## config.mk

```make
export PLATFORM = sky130hd
export DESIGN_NAME = bcd_serial_subtractor
export DESIGN_NICKNAME = d
export VERILOG_FILES = /design/src/rtl/bcd_serial_subtractor.sv
export SDC_FILE = /design/constraint.sdc
export NUM_CORES = 1
export LEC_CHECK = 0
export BUFFER_PORTS_ARGS = -buffer_cell sky130_fd_sc_hd__buf_2
export CAP_MARGIN = 20
export CORE_MARGIN = 10
export CORE_UTILIZATION = 35
export DETAILED_ROUTE_END_ITERATION = 10
export PLACE_DENSITY = 0.51
export SKIP_CTS_REPAIR_TIMING = 1
export SLEW_MARGIN = 20
export SYNTH_ARGS = -nofsm -noshare
export SYNTH_HDL_FRONTEND = slang
export SYNTH_SLANG_ARGS = --single-unit
```

## constraint.sdc

```tcl
create_clock -name clk -period 7 [get_ports clk]
set_input_delay 0.7 -clock clk [delete_from_list [all_inputs] [get_ports clk]]
set_output_delay 0.7 -clock clk [all_outputs]
set_load 0.05 [all_outputs]
```

## src/rtl/bcd_serial_subtractor.sv

```systemverilog
// Digit-serial BCD subtractor: |A - B| with sign, one digit per clock, LSD first.
// Negative results get a second ten's-complement pass over the work register.
module bcd_serial_subtractor #(
    parameter int unsigned DIGITS = 4
) (
    input  logic                clk,
    input  logic                rst,
    input  logic                start,
    input  logic [4*DIGITS-1:0] a,
    input  logic [4*DIGITS-1:0] b,
    output logic                busy,
    output logic                done,
    output logic [4*DIGITS-1:0] diff,
    output logic                neg,
    output logic                invalid
);

    localparam int unsigned W  = 4 * DIGITS;
    localparam int unsigned IW = (DIGITS > 1) ? $clog2(DIGITS) : 1;

    typedef enum logic [1:0] {StIdle, StSub, StComp, StDone} state_e;

    state_e          state_q, state_d;
    logic [W-1:0]    a_q, a_d, b_q, b_d, r_q, r_d;
    logic [W-1:0]    diff_q, diff_d;
    logic [IW-1:0]   idx_q, idx_d;
    logic            borrow_q, borrow_d;
    logic            neg_q, neg_d, invalid_q, invalid_d;
    logic [3:0]      x, y;
    logic [4:0]      step;
    logic            last;

    function automatic logic has_bad(input logic [W-1:0] v);
        logic bad;
        bad = 1'b0;
        for (int unsigned i = 0; i < DIGITS; i++) begin
            if (v[4*i +: 4] > 4'd9) bad = 1'b1;
        end
        return bad;
    endfunction

    // Returns {borrow_out, digit}; negative 4-bit result is corrected by +10.
    function automatic logic [4:0] digit_sub(input logic [3:0] p, input logic [3:0] q,
                                             input logic bin);
        logic [4:0] t;
        t = {1'b0, p} - {1'b0, q} - {4'b0, bin};
        if (t[4]) return {1'b1, t[3:0] + 4'd10};
        return {1'b0, t[3:0]};
    endfunction

    // COMP reuses the same digit step with a zero minuend and r as subtrahend.
    assign x    = (state_q == StSub) ? a_q[idx_q*4 +: 4] : 4'd0;
    assign y    = (state_q == StSub) ? b_q[idx_q*4 +: 4] : r_q[idx_q*4 +: 4];
    assign step = digit_sub(x, y, borrow_q);
    assign last = (idx_q == IW'(DIGITS - 1));

    always_comb begin
        state_d   = state_q;
        a_d       = a_q;
        b_d       = b_q;
        r_d       = r_q;
        idx_d     = idx_q;
        borrow_d  = borrow_q;
        diff_d    = diff_q;
        neg_d     = neg_q;
        invalid_d = invalid_q;
        unique case (state_q)
            StIdle: begin
                if (start) begin
                    a_d      = a;
                    b_d      = b;
                    r_d      = '0;
                    idx_d    = '0;
                    borrow_d = 1'b0;
                    if (has_bad(a) || has_bad(b)) begin
                        invalid_d = 1'b1;
                        diff_d    = '0;
                        neg_d     = 1'b0;
                        state_d   = StDone;
                    end else begin
                        state_d = StSub;
                    end
                end
            end
            StSub, StComp: begin
                r_d[idx_q*4 +: 4] = step[3:0];
                borrow_d          = step[4];
                idx_d             = idx_q + IW'(1);
                if (last) begin
                    idx_d    = '0;
                    borrow_d = 1'b0;
                    if (state_q == StSub && step[4]) begin
                        state_d = StComp;
                    end else begin
                        diff_d    = r_d;
                        neg_d     = (state_q == StComp);
                        invalid_d = 1'b0;
                        state_d   = StDone;
                    end
                end
            end
            StDone:  state_d = StIdle;
            default: state_d = StIdle;
        endcase
    end

    always_ff @(posedge clk or posedge rst) begin
        if (rst) begin
            state_q   <= StIdle;
            a_q       <= '0;
            b_q       <= '0;
            r_q       <= '0;
            idx_q     <= '0;
            borrow_q  <= 1'b0;
            diff_q    <= '0;
            neg_q     <= 1'b0;
            invalid_q <= 1'b0;
        end else begin
            state_q   <= state_d;
            a_q       <= a_d;
            b_q       <= b_d;
            r_q       <= r_d;
            idx_q     <= idx_d;
            borrow_q  <= borrow_d;
            diff_q    <= diff_d;
            neg_q     <= neg_d;
            invalid_q <= invalid_d;
        end
    end

    assign busy    = (state_q == StSub) || (state_q == StComp);
    assign done    = (state_q == StDone);
    assign diff    = diff_q;
    assign neg     = neg_q;
    assign invalid = invalid_q;

endmodule

```

-- Word level (Yosys, flattened, before mapping)
Index checks and enable logic that the tools add are counted.
- output and inout port bits: 20
- input bits: 35
- word-level logic and storage cells: 91
- register bits: 71
- shifts and indexed selects: 5
- equal/unequal tests: 8
- multiplexer cells: 46
- magnitude comparators: 8
- reductions and logical operators: 10
- add/sub/neg operators: 5
- operators with widths (cell ; count):
    16-bit two-way mux ; 5
    16-bit one-hot mux with 2 select lines ; 2
    16-bit by 5-bit indexed part select with 4-bit output ; 3
    4-bit negator with 34-bit output ; 1
    4-bit by 34-bit variable shift with 16-bit output, first input constant ; 1
    4-bit by 34-bit indexed part select with 16-bit output ; 1
    4-bit > comparator, second input constant ; 8
    1-bit two-way mux ; 24
    16-bit bitwise mux ; 1
    2-bit two-way mux ; 5
    5-bit two-way mux ; 2
    4-bit two-way mux ; 2
    2-bit inequality test, second input constant ; 4
    2-bit equality test, second input constant ; 3
    1-bit one-hot mux with 2 select lines ; 3
    2-bit one-hot mux with 3 select lines ; 1
    2-bit AND reduction ; 3
    5-bit AND reduction ; 1
    4-bit by 4-bit subtractor with 5-bit output ; 1
    5-bit by 1-bit subtractor with 5-bit output ; 1
    4-bit adder, second input constant ; 1
    2-bit one-hot mux with 2 select lines ; 1
    2-bit by 1-bit adder with 2-bit output, second input constant ; 1
    2-bit by 1-bit equality test with 1-bit output, second input constant ; 1
    5 further kinds ; 6

-- Longest topological paths before layout
- depth in word-level cells: 12
- mapped depth: 18
- gate-level depth less buffers: 16

-- Worst setup path after synthesis
No wires, ideal clock.
- kind: register -> register
- from: reg state_q[1]
- to: reg diff_q[3] (netlist: diff[3])
- buffers on the path: 2
- data required time: 6.914 ns
- path slack: 3.096 ns
- data arrival time: 3.818 ns
- clock period less this slack: 3.904 ns
- stages on the path, launching flop included: 18
- setup time: 0.086 ns
- cell sequence: dfrtp_1 inv_1 ha_1 buf_2 buf_1 mux4_2 nand2_1 nand2_1 fa_1 inv_1 fa_1 ha_1 nor2b_1 a21oi_1 o311ai_0 xnor2_1 or3b_4 o221ai_2
- cells in the longest elaborated chain, start to end: 12
- elaborated cells on any way between the ends: 24
- those cells by class: 3 x add/sub; 6 x eq/ne; 1 x shift; 9 x mux; 5 x reduce/logical
- RTL lines (element ; RTL line ; RTL):
    start: declaration ; 23 ; state_e state_q, state_d;
    start signal: assignment ; 109 ; state_q <= StIdle;
    start signal: assignment ; 119 ; state_q <= state_d;
    2-bit by 1-bit equality test with 1-bit output ; - ;
    4-bit two-way mux, on equally long branches ; 52, 53 ;
    4-bit by 4-bit subtractor with 5-bit output ; 46 ; t = {1'b0, p} - {1'b0, q} - {4'b0, bin};
    5-bit by 1-bit subtractor with 5-bit output ; 46 ;
    4-bit adder ; 47 ; if (t[4]) return {1'b1, t[3:0] + 4'd10};
    5-bit two-way mux ; 47 ;
    5-bit two-way mux ; 48 ; return {1'b0, t[3:0]};
    4-bit by 34-bit indexed part select with 16-bit output ; 86 ; r_d[idx_q*4 +: 4] = step[3:0];
    16-bit bitwise mux ; 86 ;
    16-bit two-way mux ; 92 ; if (state_q == StSub && step[4]) begin
    16-bit two-way mux ; 89 ; if (last) begin
    16-bit one-hot mux with 2 select lines ; 67 ; unique case (state_q)
    end signal: assignment ; 125 ; diff_q <= diff_d;
    end: declaration ; 25 ; logic [W-1:0] diff_q, diff_d;
Several ways; a longest one is shown, not always the timed one. The select of a mux whose other input is x is not followed.
A chain may end at the register's enable or synchronous reset.

-- Worst setup path after layout
- from: reg idx_q[0]
- to: reg diff_q[11] (netlist: diff[11])
- cells in the longest elaborated chain, start to end: 12
- elaborated cells on any way between the ends: 23
- those cells by class: 4 x add/sub; 3 x eq/ne; 5 x shift; 9 x mux; 2 x reduce/logical
- RTL lines (element ; RTL line ; RTL):
    start: declaration ; 26 ; logic [IW-1:0] idx_q, idx_d;
    start signal: assignment ; 123 ; idx_q <= idx_d;
    16-bit by 5-bit indexed part select with 4-bit output, on equally long branches ; 52, 53 ;
    4-bit two-way mux, on equally long branches ; 52, 53 ;
    4-bit by 4-bit subtractor with 5-bit output ; 46 ;
    5-bit by 1-bit subtractor with 5-bit output ; 46 ;
    4-bit adder ; 47 ;
    5-bit two-way mux ; 47 ;
    5-bit two-way mux ; 48 ;
    4-bit by 34-bit indexed part select with 16-bit output ; 86 ;
    16-bit bitwise mux ; 86 ;
    16-bit two-way mux ; 92 ;
    16-bit two-way mux ; 89 ;
    16-bit one-hot mux with 2 select lines ; 67 ;
Several ways; a longest one is shown, not always the timed one. The select of a mux whose other input is x is not followed.

==> impl_metrics.toml <==
[critical_path]
end_kind = "flop"
worstSetupStartpoint = "idx_q[0]$_DFFE_PP0P_"
path_cells = "mux4_2 -> nand2_1 -> nand2_1 -> fa_1 -> inv_1 -> fa_1 -> xor2_1 -> ha_1 -> and3b_1 -> o21ai_0 -> o311ai_0 -> xnor2_1 -> or3b_4 -> o221ai_2"
r2r-start = "idx_q[0]$_DFFE_PP0P_"
worstPathRequired_ns = 7.26
start_kind = "flop"
worstPathArrival_ns = 4.66
crit_buf_inv = 1
slowest_stage = "dfrtp_1"
critPathMaxStageDelay_ns = 0.97
crit_type = "reg -> reg"
critPathTopFamily = "flip-flops"
critPathMaxFanout = 20

[die]
die_w_um = 124
core-area_mm2 = 0.0104
rows = 37
start_util = 0.362
die_height_um = 124
ios = 55
die_area_mm2 = 0.0153

[yosys]
yosys-top-cells-area = "dfrtp_1, mux2_2, mux4_2, ha_1, nand2_1"
synth_seq_area_share = 0.471
syn_area_mm2 = 0.00377
synth_commonest_cells = "dfrtp_1, nand2_1, mux2_2"
postSynth.asyncResetShare = 1.00
synth_enable_flop_cells = 0
synth_ff_type = "dfrtp_1"
synth_top_family_by_area = "multiplexers"
yosys_warnings = 0
ys_ff_latch = 71
synth.mux.area_fraction = 0.181
syn_inst = 335
synth_compound_area_frac = 0.133
synthAdderAreaFrac = 0.0603
avgSynthCellArea_um2 = 11.3
yosys.area_share.xor_xnor = 0.0116
synthSimpleGateAreaFrac = 0.107
yosysTopAreaCellShare = 0.471
yosys.area.top_type = "dfrtp_1"
synth_nets = 387
yosysMostFrequentCell = "dfrtp_1"
synth.distinct_cells = 45

[clock_tree]
cts_tree = "yes"
h-tree-depth = 3
clk_latency_ns = 0.34
cts-root-buf = "clkbuf_8"
cts_made_buffers = 9
cts_max_path_buffers = 2
clk_pin_slew_ns = 0.08
clock_sinks = 71

[finish]
seq_area_mm2 = 0.00178
fin_nets = 438
stdcell_count = 526
area_delta_synth_final_pct = 14.9
multi_input_area_mm2 = 0.00186
antenna_cells = 0
fill_cells = 1050
drive_gt1_frac = 0.323
finalCoreUtilization = 0.416

[global_route]
antenna_found_initial = 0
globalRouteTotalUtil = 0.128
met2_usage = 0.189
grt-ovfl-total = 0
busiest_layer = "met2"
grtUsageMet1 = 0.176
grt_pass1_wl_um = 15300
grt_max_degree = 72
grt.met3_usage = 0.0376
grt_pass1_vias = 2910

[sta]
worst_pin_slew_ns = 0.943
setup_viol_count_final = 0
rsz0062_at_grt = "no"
hold_viol = 0
tns_ns = 0
slew_headroom = 0.371
drv_slew = 0
clock_skew_ns = 0.00867
fin_crit_ns = 4.40
fmax_mhz = 227
fin_crit_sh = 0.628

[placed_design]
port_buffers = 54
dp_hpwl_um = 6950
gp_congestion = 0.835
placedCellCount = 511

[outcome]
status = "finished clean"

[drt]
postRouteAntennaNets = 0
post-route-drc-count = 0
post_drt_wl_per_cell_um = 17.7
vias = 2759
drt_iter0_drc = 175
vias_per_cell = 5.25
firstDrtPassIters = 4
wirelength_um = 9330

[run]
max-cap-violations = 0

[worst_hold_path]
worstHoldPathType = "reg -> reg"
hold_start = "diff[12]$_DFFE_PP0P_"
## per-stage QoR
stage	setup slack [ns]	hold slack, ns	area (µm²)
2_1_floorplan	3.10	0.466	3770
3_3_place_gp	2.63	0.464	4160
3_5_place_dp	2.53	0.466	4160
4_1_cts	2.49	0.483	4340
5_1_grt	2.21	0.518	4340
6_report	2.60	0.478	4340
## flip-flops by register name, summed over array words and instances, names as in the netlist
signal	flops
neg	1
a_q	16
diff	16
r_q	16
b_q	16
state_q	2
invalid	1
borrow_q	1
idx_q	2
## per-layer routing
layer / vias to the layer above / routed length (µm)
met5: - / 0
met4: 0 / 97
met3: 9 / 666
met2: 82 / 4050
met1: 1355 / 4510
li1: 1313 / -
## tightest hold or removal path: cells and delay by family (launching register included)
family             cells  cell delay [ns]
AOI/OAI and AO/OA      1             0.06
and+or+nand+nor        1             0.04
DFF                    1             0.34
## cell type report
type	instances	area share
multi-input cells	230	0.429
flip-flops and latches	71	0.410
repair buffers	55	0.0641
well taps	136	0.0392
clock buffers	11	0.0303
inverters	19	0.0165
clock inverters	4	0.0110
## final timing paths
check,to,slack [ns],depth (start not counted)
setup / recovery,diff[11]$_DFFE_PP0P_,2.60,14
setup reg to reg,diff[11]$_DFFE_PP0P_,2.60,14
hold reg to reg,diff[12]$_DFFE_PP0P_,0.48,2
max in group asynchronous,state_q[0]$_DFFE_PP0P_,5.76,3
hold / removal,diff[12]$_DFFE_PP0P_,0.48,2
min in group asynchronous,b_q[8]$_DFFE_PP0P_,0.60,3
## kinds of logic after synthesis
family | Yosys count
adders and majority gates | 17
muxes | 50
and+or+nand+nor | 84
AOI/OAI and AO/OA | 74
buffers and inverters | 34
xor gates and xnor gates | 5
DFF | 71
## cell usage in the layout, fill, tap and decap left out, drive strengths merged, types with 2 or more instances in the layout
cell,instances
mux2,36
o22ai,11
nand3,4
nor2,10
nand4,3
nand2,48
a22o,6
mux4,11
clkinv,3
inv,18
o31ai,4
o21a,2
or3,3
o21ai,34
xnor2,2
buf,55
fa,2
o221ai,5
dfrtp,71
clkbuf,11
nand2b,7
xor2,3
a21oi,6
nand4b,2
ha,15
mux2i,3
Power is left out: the tool's default activity adds up to more than one toggle a clock period on the data nets, which glitch-free logic cannot reach.
